[src/rtl/code_sequence_encoder_pkg.sv]
// Shared definitions for the code sequence encoder: line codes, FSM states, widths.
// Latency: none (constants, types and a pure helper function only).
// Backpressure: none.
package code_seq_pkg;

    localparam int POS_W  = 3;
    localparam int CODE_W = 7;

    localparam logic [CODE_W-1:0] CODE_RST = 7'h00;
    localparam logic [CODE_W-1:0] C1 = 7'h01;
    localparam logic [CODE_W-1:0] C2 = 7'h02;
    localparam logic [CODE_W-1:0] C3 = 7'h04;
    localparam logic [CODE_W-1:0] C4 = 7'h08;
    localparam logic [CODE_W-1:0] C5 = 7'h10;
    localparam logic [CODE_W-1:0] C6 = 7'h20;
    localparam logic [CODE_W-1:0] C7 = 7'h40;
    localparam logic [CODE_W-1:0] C8 = 7'h7F;

    typedef enum logic [1:0] {
        IDLE = 2'd0,
        STEP = 2'd1,
        GAP  = 2'd2,
        HALT = 2'd3
    } state_t;

    // Positions 1..5 are the only ones that map to a line code.
    function automatic logic pos_in_range(input logic [POS_W-1:0] p);
        return (p >= 3'd1) && (p <= 3'd5);
    endfunction

endpackage

[src/rtl/code_sequence_encoder_if.sv]
// Command/status bundle between the controller and the code sequence encoder.
// Latency: none (wires only). Injetar_erro exists only when ERR_INJECT_EN is defined.
// Backpressure: none; commands are single-cycle pulses, Ocupado tells the master to wait.
interface code_sequence_encoder_if;
    import code_seq_pkg::*;

    logic              Iniciar;
    logic [POS_W-1:0]  Alvo;
    logic              Fim;
`ifdef ERR_INJECT_EN
    logic              Injetar_erro;
`endif
    logic [CODE_W-1:0] Codigo;
    logic              Controle;
    logic [POS_W-1:0]  Posicao;
    logic              Ocupado;
    logic              Concluido;
    logic              Travado;
    logic              Erro_cmd;

`ifdef ERR_INJECT_EN
    modport master (output Iniciar, Alvo, Fim, Injetar_erro,
                    input  Codigo, Controle, Posicao, Ocupado, Concluido, Travado, Erro_cmd);
    modport slave  (input  Iniciar, Alvo, Fim, Injetar_erro,
                    output Codigo, Controle, Posicao, Ocupado, Concluido, Travado, Erro_cmd);
`else
    modport master (output Iniciar, Alvo, Fim,
                    input  Codigo, Controle, Posicao, Ocupado, Concluido, Travado, Erro_cmd);
    modport slave  (input  Iniciar, Alvo, Fim,
                    output Codigo, Controle, Posicao, Ocupado, Concluido, Travado, Erro_cmd);
`endif

endinterface

[src/rtl/code_sequence_encoder_pos_to_code.sv]
// Combinational lookup from position 1..5 to line code C1..C5; anything else gives 7'h00.
// Latency: combinational, zero cycles.
// Backpressure: none.
module pos_to_code
    import code_seq_pkg::*;
(
    input  logic [POS_W-1:0]  pos,
    output logic [CODE_W-1:0] code
);

    // One-hot line code per position; out-of-range positions fall back to the reset code.
    always_comb begin
        code = CODE_RST;
        case (pos)
            3'd1:    code = C1;
            3'd2:    code = C2;
            3'd3:    code = C3;
            3'd4:    code = C4;
            3'd5:    code = C5;
            default: code = CODE_RST;
        endcase
    end

endmodule

[src/rtl/code_sequence_encoder.sv]
// Steps a position one unit at a time toward a target, emitting a line code per step; Fim emits a terminal code and locks.
// Latency: first code one cycle after Iniciar, then one code per 1+GAP_CYCLES cycles; Concluido one cycle after the last code.
// Backpressure: none; commands while Ocupado are rejected with Erro_cmd. ERR_INJECT_EN adds Injetar_erro (emits C7, locks).
module code_sequence_encoder
    import code_seq_pkg::*;
#(
    parameter int GAP_CYCLES = 0
) (
    input  logic                    clk,
    input  logic                    Reset,
    code_sequence_encoder_if.slave  bus
);

    localparam logic [3:0] GAP_INIT = GAP_CYCLES[3:0];

    state_t            state_q, state_d;
    logic [POS_W-1:0]  pos_q, pos_d;
    logic [POS_W-1:0]  tgt_q, tgt_d;
    logic [CODE_W-1:0] code_q, code_d;
    logic [3:0]        gap_q, gap_d;
    logic              ctl_q, ctl_d;
    logic              done_q, done_d;
    logic              err_q, err_d;

    logic              do_step;
    logic              inject;
    logic [POS_W-1:0]  step_tgt;
    logic [POS_W-1:0]  step_pos;
    logic [CODE_W-1:0] step_code;

`ifdef ERR_INJECT_EN
    assign inject = bus.Injetar_erro;
`else
    assign inject = 1'b0;
`endif

    // The first step is taken straight from IDLE, so the target comes from the port there.
    assign step_tgt = (state_q == IDLE) ? bus.Alvo : tgt_q;
    assign step_pos = (step_tgt > pos_q) ? pos_q + 3'd1 : pos_q - 3'd1;

    pos_to_code u_pos_to_code (
        .pos  (step_pos),
        .code (step_code)
    );

    // Next-state and next-output decode; every register holds unless a branch says otherwise.
    always_comb begin
        state_d = state_q;
        pos_d   = pos_q;
        tgt_d   = tgt_q;
        code_d  = code_q;
        gap_d   = gap_q;
        ctl_d   = 1'b0;
        done_d  = 1'b0;
        err_d   = 1'b0;
        do_step = 1'b0;
        case (state_q)
            IDLE: begin
                if (inject) begin
                    if (pos_in_range(pos_q)) begin
                        code_d  = C7;
                        ctl_d   = 1'b1;
                        state_d = HALT;
                    end else begin
                        err_d = 1'b1;
                    end
                end else if (bus.Fim) begin
                    // Fim outranks Iniciar; a simultaneous Iniciar is dropped without error.
                    if ((pos_q >= 3'd1) && (pos_q <= 3'd3)) begin
                        code_d  = C6;
                        ctl_d   = 1'b1;
                        state_d = HALT;
                    end else if (pos_in_range(pos_q)) begin
                        code_d  = C8;
                        ctl_d   = 1'b1;
                        state_d = HALT;
                    end else begin
                        err_d = 1'b1;
                    end
                end else if (bus.Iniciar) begin
                    if (!pos_in_range(bus.Alvo) || (bus.Alvo == pos_q)) begin
                        err_d = 1'b1;
                    end else begin
                        tgt_d   = bus.Alvo;
                        do_step = 1'b1;
                    end
                end
            end
            STEP: begin
                err_d = bus.Iniciar | bus.Fim;
                if (pos_q == tgt_q) begin
                    done_d  = 1'b1;
                    state_d = IDLE;
                end else begin
                    do_step = 1'b1;
                end
            end
            GAP: begin
                err_d = bus.Iniciar | bus.Fim;
                if (gap_q <= 4'd1) begin
                    gap_d   = 4'd0;
                    state_d = STEP;
                end else begin
                    gap_d = gap_q - 4'd1;
                end
            end
            default: begin
                // HALT: locked until Reset, every command ignored silently.
            end
        endcase
        if (do_step) begin
            pos_d  = step_pos;
            code_d = step_code;
            ctl_d  = 1'b1;
            // No gap after the code that lands on the target: Concluido follows directly.
            if ((step_pos == step_tgt) || (GAP_INIT == 4'd0)) begin
                state_d = STEP;
            end else begin
                state_d = GAP;
                gap_d   = GAP_INIT;
            end
        end
    end

    // State and registered outputs; synchronous reset wins over every command.
    always_ff @(posedge clk) begin
        if (Reset) begin
            state_q <= IDLE;
            pos_q   <= '0;
            tgt_q   <= '0;
            code_q  <= CODE_RST;
            gap_q   <= 4'd0;
            ctl_q   <= 1'b0;
            done_q  <= 1'b0;
            err_q   <= 1'b0;
        end else begin
            state_q <= state_d;
            pos_q   <= pos_d;
            tgt_q   <= tgt_d;
            code_q  <= code_d;
            gap_q   <= gap_d;
            ctl_q   <= ctl_d;
            done_q  <= done_d;
            err_q   <= err_d;
        end
    end

    assign bus.Codigo    = code_q;
    assign bus.Controle  = ctl_q;
    assign bus.Posicao   = pos_q;
    assign bus.Ocupado   = (state_q == STEP) || (state_q == GAP);
    assign bus.Concluido = done_q;
    assign bus.Travado   = (state_q == HALT);
    assign bus.Erro_cmd  = err_q;

endmodule

[src/flat_wrapper.sv]
// flat-port wrapper written by rule: the top's interface ports become plain ports
module code_sequence_encoder_flat import code_seq_pkg::*;
#(
    parameter int GAP_CYCLES = 0
)
  (clk, Reset, bus_Iniciar, bus_Alvo, bus_Fim, bus_Codigo, bus_Controle, bus_Posicao, bus_Ocupado, bus_Concluido, bus_Travado, bus_Erro_cmd);
  code_sequence_encoder_if bus_i ();
  input  logic clk;
  input  logic Reset;
  input wire logic [$bits(bus_i.Iniciar)-1:0] bus_Iniciar;
  input wire logic [$bits(bus_i.Alvo)-1:0] bus_Alvo;
  input wire logic [$bits(bus_i.Fim)-1:0] bus_Fim;
  output wire logic [$bits(bus_i.Codigo)-1:0] bus_Codigo;
  output wire logic [$bits(bus_i.Controle)-1:0] bus_Controle;
  output wire logic [$bits(bus_i.Posicao)-1:0] bus_Posicao;
  output wire logic [$bits(bus_i.Ocupado)-1:0] bus_Ocupado;
  output wire logic [$bits(bus_i.Concluido)-1:0] bus_Concluido;
  output wire logic [$bits(bus_i.Travado)-1:0] bus_Travado;
  output wire logic [$bits(bus_i.Erro_cmd)-1:0] bus_Erro_cmd;
  assign bus_i.Iniciar = bus_Iniciar;
  assign bus_i.Alvo = bus_Alvo;
  assign bus_i.Fim = bus_Fim;
  assign bus_Codigo = bus_i.Codigo;
  assign bus_Controle = bus_i.Controle;
  assign bus_Posicao = bus_i.Posicao;
  assign bus_Ocupado = bus_i.Ocupado;
  assign bus_Concluido = bus_i.Concluido;
  assign bus_Travado = bus_i.Travado;
  assign bus_Erro_cmd = bus_i.Erro_cmd;
  code_sequence_encoder #(.GAP_CYCLES(GAP_CYCLES)) u_core (.clk(clk), .Reset(Reset), .bus(bus_i));
endmodule
[config.mk]
export PLATFORM = sky130hd
export DESIGN_NAME = code_sequence_encoder_flat
export DESIGN_NICKNAME = d
export VERILOG_FILES = /design/src/rtl/code_sequence_encoder_pkg.sv /design/src/rtl/code_sequence_encoder_if.sv /design/src/rtl/code_sequence_encoder_pos_to_code.sv /design/src/rtl/code_sequence_encoder.sv /design/src/flat_wrapper.sv
export SDC_FILE = /design/constraint.sdc
export NUM_CORES = 1
export LEC_CHECK = 0
export ABC_AREA = 1
export BUFFER_PORTS_ARGS = -buffer_cell sky130_fd_sc_hd__buf_2
export CAP_MARGIN = 20
export CORE_MARGIN = 2
export CORE_UTILIZATION = 56
export DETAILED_ROUTE_END_ITERATION = 12
export PLACE_DENSITY = 0.86
export SYNTH_ARGS = -nofsm -noshare
export SYNTH_HDL_FRONTEND = slang
export SYNTH_SLANG_ARGS = --single-unit
[constraint.sdc]
create_clock -name clk -period 7.5 [get_ports clk]
set_input_delay 0.75 -clock clk [delete_from_list [all_inputs] [get_ports clk]]
set_output_delay 0.75 -clock clk [all_outputs]
set_load 0.1 [all_outputs]
* Word level (Yosys, flattened, before mapping)
Index checks and enable logic that the tools add are counted.
** Storage, ports and cells
- Register bits :: 22
- Output and inout port bits :: 15
- Input bits :: 7
- Word-level logic and storage cells :: 93
** Operators by class
- Equal/unequal tests :: 18
- Mux-type cells :: 33
- Reductions and logical operators :: 19
- Magnitude comparators :: 7
- Bitwise operators :: 4
- $add $sub $neg :: 3
** Operators by type and width (number)
- $mux 7 :: 5
- $pmux 5 s5 :: 1
- $mux 1 :: 16
- $mux 2 :: 5
- $reduce_and 5->1 :: 2
- $eq 3x2->1 const B :: 2
- $eq 3x3->1 :: 2
- $eq 3x3->1 const B :: 2
- $ge 3x1->1 const B :: 2
- $le 3x3->1 const B :: 2
- $mux 3 :: 2
- $ne 3x1->1 const B :: 2
- $pmux 2 s3 :: 1
- $reduce_bool 3->1 :: 2
- $reduce_or 2->1 :: 3
- $eq 2x2->1 const B :: 2
- $le 4x1->1 const B :: 1
- $mux 4 :: 1
- $ne 2x1->1 const B :: 2
- $ne 4x3->1 const B :: 1
- $pmux 1 s2 :: 2
- $reduce_and 4->1 :: 1
- $reduce_bool 2->1 :: 2
- $reduce_bool 4->1 :: 1
- 17 further kinds :: 22

* Logic depth before layout (Yosys ltp)
- Depth after elaboration :: 10
- Mapped depth :: 16
- Depth with buffers taken out :: 15

* Cells and area by module
Synthesis repeated with hierarchy kept, for this count alone.
** Unflattened totals
- Cell total of the unflattened synthesis :: 208
- Area, all modules :: 1461.4 µm²
** Modules (own cells, without submodules)
- code_sequence_encoder :: area an instance 1401.3 µm², instances 1, cells an instance 194
- pos_to_code :: area an instance 60.1 µm², instances 1, cells an instance 14

* Worst setup path after synthesis
Ideal clock, no wire load.
- Path type :: flip-flop to flip-flop
- From :: register u_core.pos_q[2], in the netlist u_core.bus.Posicao[2]
- To :: register u_core.code_q[3], in the netlist u_core.bus.Codigo[3]
- Stages on the path, launching flop included :: 13
- Slack :: 4.736 ns
- Period minus slack after synthesis :: 2.764 ns
- Required time :: 7.430 ns
- Buffers on the path :: 1
- Arrival time :: 2.695 ns
- Path through :: dfxtp_1 -> buf_2 -> inv_2 -> ha_1 -> a21oi_1 -> nand2_1 -> nand2_1 -> nand2_1 -> nand2_1 -> ha_1 -> nor3_1 -> nand2_1 -> a21oi_1
** On the way
- Longest elaborated chain between the ends :: 8
- Elaborated cells on any way between the ends :: 31
- Classes of those cells :: 2 x add/sub; 4 x order compare; 7 x eq/ne; 11 x mux; 7 x reduce/logical
** RTL lines
- start, declared :: line code_sequence_encoder.sv:17 : logic [POS_W-1:0] pos_q, pos_d;
- start signal, assigned :: line code_sequence_encoder.sv:138 : pos_q <= pos_d;
- $eq 3x3->1 :: line code_sequence_encoder.sv:81 : if (!pos_in_range(bus.Alvo) || (bus.Alvo == pos_q)) begin
- $logic_or 1x1->1 :: line code_sequence_encoder.sv:81
- $mux 1 :: line code_sequence_encoder.sv:81
- $mux 1 :: line code_sequence_encoder.sv:80 : end else if (bus.Iniciar) begin
- $mux 1 :: line code_sequence_encoder.sv:67 : end else if (bus.Fim) begin
- $pmux 1 s2 :: line code_sequence_encoder.sv:57 : case (state_q)
- $reduce_bool 3->1 (no source line) or $reduce_bool 2->1 (tied branches)
- $reduce_and 3->1 (no source line)
- end signal, assigned :: line code_sequence_encoder.sv:140 : code_q <= code_d;
- end, declared :: line code_sequence_encoder.sv:19 : logic [CODE_W-1:0] code_q, code_d;
Parallel ways exist; a longest one is shown, timed or not. The select of a mux whose other input is x is not followed.
A chain may end at the register's enable or synchronous reset.

* Final worst setup path
- From :: register u_core.state_q[0]
- To :: register u_core.code_q[3], in the netlist u_core.bus.Codigo[3]
** On the way
- Longest elaborated chain between the ends :: 7
- Elaborated cells on any way between the ends :: 17
- Classes of those cells :: 1 x order compare; 6 x eq/ne; 5 x mux; 5 x reduce/logical
** RTL lines
- start, declared :: line code_sequence_encoder.sv:16 : state_t state_q, state_d;
- start signal, assigned :: line code_sequence_encoder.sv:137 : state_q <= state_d;
- $logic_not 2->1 :: line code_sequence_encoder.sv:38, code_sequence_encoder.sv:57
- $mux 3 :: line code_sequence_encoder.sv:38 : assign step_tgt = (state_q == IDLE) ? bus.Alvo : tgt_q;
- $gt 3x3->1 :: line code_sequence_encoder.sv:39 : assign step_pos = (step_tgt > pos_q) ? pos_q + 3'd1 : pos_q - 3'd1;
- $mux 3 :: line code_sequence_encoder.sv:39
- $eq 3x3->1 (tied with other cells) :: line code_sequence_encoder_pos_to_code.sv:14 : case (pos)
- $pmux 5 s5 :: line code_sequence_encoder_pos_to_code.sv:14
- $mux 7 :: line code_sequence_encoder.sv:111 : if (do_step) begin
Parallel ways exist; a longest one is shown, timed or not.

==> impl_metrics.py <==
metrics = {
    "drt": {
        "drt_iter0_drc": 24,
        "drt_drc_violations_left": 0,
        "drt-wirelength-per-cell_um": 11.0,
        "final_antenna_net_count": 0,
        "routed-via-count": 1299,
        "drt-total-wl_um": 2770,
        "avgViaCountPerCell": 5.15,
        "drt_pass1_iterations": 4,
    },
    "die": {
        "die_area_um2": 3010,
        "chipWidth_um": 54.8,
        "start_util_pct": 59.0,
        "core_region_area_um2": 2450,
        "dieHeight_um": 54.8,
        "ios": 22,
        "placementRows": 18,
    },
    "setup_path": {
        "critical_path.startpoint_type": "flop",
        "critPathRequiredTime_ns": 7.75,
        "critPathArrivalTime_ns": 2.83,
        "worst-r2r-setup-slack_ns": 4.92,
        "end_kind": "flop",
        "worstSetupPathType": "flop to flop",
        "timing.rr.start": "u_core.state_q[0]",
        "worstReg2RegEnd": "u_core.bus.Codigo[3]",
        "ff2ff_path_depth": 14,
        "cp_max_fo": 9,
    },
    "logic_synthesis": {
        "synth.area.top_cells": "dfxtp_1, ha_1, nand2_1",
        "synth-simple-area-share_pct": 31.3,
        "synth.distinct_cells": 29,
        "postSynth.topFlopCell": "dfxtp_1",
        "ys_async_sr_fraction_pct": 0,
        "synth_enable_flop_cells": 0,
        "synth_compound_gate_area_share_pct": 10.8,
        "synth_top_family_by_area": "simple AND/OR/NAND/NOR gates",
        "synth.area.mux_share_pct": 0,
        "yosysWarningCount": 0,
        "synth-adder-area-share_pct": 13.0,
        "post-synth-top-area-cell": "dfxtp_1",
        "post-synth-top-area-fraction_pct": 30.4,
        "post_synthesis_cell_area_um2": 1450,
        "post_synth_inst_count": 201,
        "yosys.area_share.xor_xnor_pct": 4.24,
        "synth.ff_latch_count": 22,
        "mappedNetlistNets": 223,
        "synthesized_area_per_cell_um2": 7.20,
        "yosysSeqAreaShare_pct": 30.4,
    },
    "clock_tree": {
        "ctsHtreeMaxLevel": 1,
        "tritoncts": "built",
        "post_cts_buffers": 0,
        "cts.repair.resized": 0,
        "cts_hold_buf": 0,
        "clk_root_buffer_cell": "clkbuf_4",
        "cts_buffers": 3,
        "cts.reportedPaths.clkPinSlew_ns": 0.12,
        "clock_sinks": 22,
        "clkLatencyLatePin_ns": 0.32,
        "max-clock-path-buffers": 2,
    },
    "timing": {
        "unrepaired_setup_endpoints_after_global_routing": "no",
        "finalCriticalPeriod_ns": 2.58,
        "clock_skew_ns": 0.0176,
        "fin_tns_setup_ns": 0,
        "max_freq_ghz": 0.387,
        "final_max_slew_viol_count": 0,
        "final_hold_violation_count": 0,
        "slew-limit-headroom_pct": 65.1,
        "worst_pin_slew_ns": 0.523,
        "layout_worst_path_cycle_share_pct": 34.4,
        "finalSetupViolCount": 0,
    },
    "global_routing": {
        "initial_antenna_violation_count": 0,
        "global_route.usage.total_pct": 22.3,
        "grt_pass1_wl_um": 4870,
        "grt_pass1_vias": 1162,
        "maximum_number_of_pins_on_one_net_before_global_route_repair": 19,
        "overflow": 0,
    },
    "placement": {
        "dp_hpwl_um": 2130,
        "numPortBuffers": 21,
        "place_congestion": 0.813,
    },
    "hold_path": {
        "min-delay-start": "u_core.bus.Codigo[6]",
        "worstHoldPathCells": 2,
        "min_to": "u_core.bus.Codigo[6]",
        "timing.hold.worst.class": "flop to flop",
    },
    "final_layout": {
        "areaGrowthSynthToFinish_pct": 11.6,
        "final_layout_size_suffix_gt1_share_pct": 17.1,
        "nFillCells": 223,
        "layout.cells.most_common_list": "nand2_1, inv_1, dfxtp_1",
        "layout.cells.most_common": "nand2_1",
        "antenna-diode-count": 0,
        "final_net_count": 245,
        "regArea_um2": 440,
        "multi_input_area_um2": 858,
    },
    "run": {
        "cap_viol_max_count": 0,
    },
    "run_status": {
        "status": "finished clean",
    },
}
-- state kept, by name (all words and copies together) (netlist names) --
name	count
u_core.bus.Codigo	7
u_core.gap_q	4
u_core.bus.Posicao	3
u_core.tgt_q	3
u_core.state_q	2
u_core.bus.Concluido	1
u_core.bus.Controle	1
u_core.bus.Erro_cmd	1
-- cell type report --
type                            count  area share [%]
Sequential cell                    22            27.3
Timing Repair Buffer               21            6.51
Multi-Input combinational cell    144            53.1
Clock buffer                        3            1.39
Clock inverter                      1            1.86
Inverter                           31            7.51
Tap cell                           30            2.32
-- worst max-delay path: stages (launching register included) --
cell	delay [ns]
dfxtp_1	0.41
inv_1	0.10
ha_1	0.30
nand2_1	0.10
o21ai_0	0.09
ha_1	0.33
a21oi_1	0.16
nand2_1	0.10
nand2_1	0.09
nand2_1	0.05
nand2_1	0.17
ha_1	0.28
nor3_1	0.17
nand2_1	0.07
a21oi_1	0.11
-- logic make-up after synthesis --
group / count (synthesis)
and+or+nand+nor: 91
buffers and inverters: 35
AOI/OAI and AO/OA: 31
DFF: 22
adders and majority gates: 15
xor gates and xnor gates: 7
-- synthesized netlist by cell type, types with 2 or more instances --
master and instances:
nand3_1 15, inv_1 26, ha_1 15, inv_4 2, nand4_1 5, a21oi_1 14
inv_2 3, nor2_4 2, xnor2_1 6, o21ai_0 15, nand2_1 43, nor2_1 17
dfxtp_1 22
-- stage by stage --
step	instances	hold WS (ns)	utilization (%)	cell area, um^2	worst slack (ns)
2_1_floorplan	201	0.447	-	1450	4.74
5_1_grt	252	0.497	65.8	1620	4.59
3_3_place_gp	248	0.452	63.7	1560	4.93
6_report	252	0.472	65.8	1620	4.92
4_1_cts	252	0.478	65.8	1620	4.92
3_5_place_dp	248	0.460	63.7	1560	4.90
-- per-layer routing --
metal	vias up	track usage, %	part of all wire (%)
li1	691	-	-
met3	6	3.83	3.8
met4	0	6.67	1.3
met1	579	27.5	47
met5	-	0	0
met2	23	39.1	48
-- how the worst max path moves through the flow --
stage                                startpoint              endpoint  slack (ns)
after global placement              bus_Alvo[2]  u_core.bus.Codigo[3]        4.93
final                         u_core.state_q[0]  u_core.bus.Codigo[3]        4.92
after detailed placement            bus_Alvo[2]  u_core.bus.Codigo[3]        4.90
after CTS                     u_core.state_q[0]  u_core.bus.Codigo[3]        4.92
after floorplan           u_core.bus.Posicao[2]  u_core.bus.Codigo[3]        4.74
after global routing          u_core.state_q[0]  u_core.bus.Codigo[1]        4.59
Power is not shown: default switching activity piles up to over one toggle a cycle in this logic, so the estimate is an artifact.
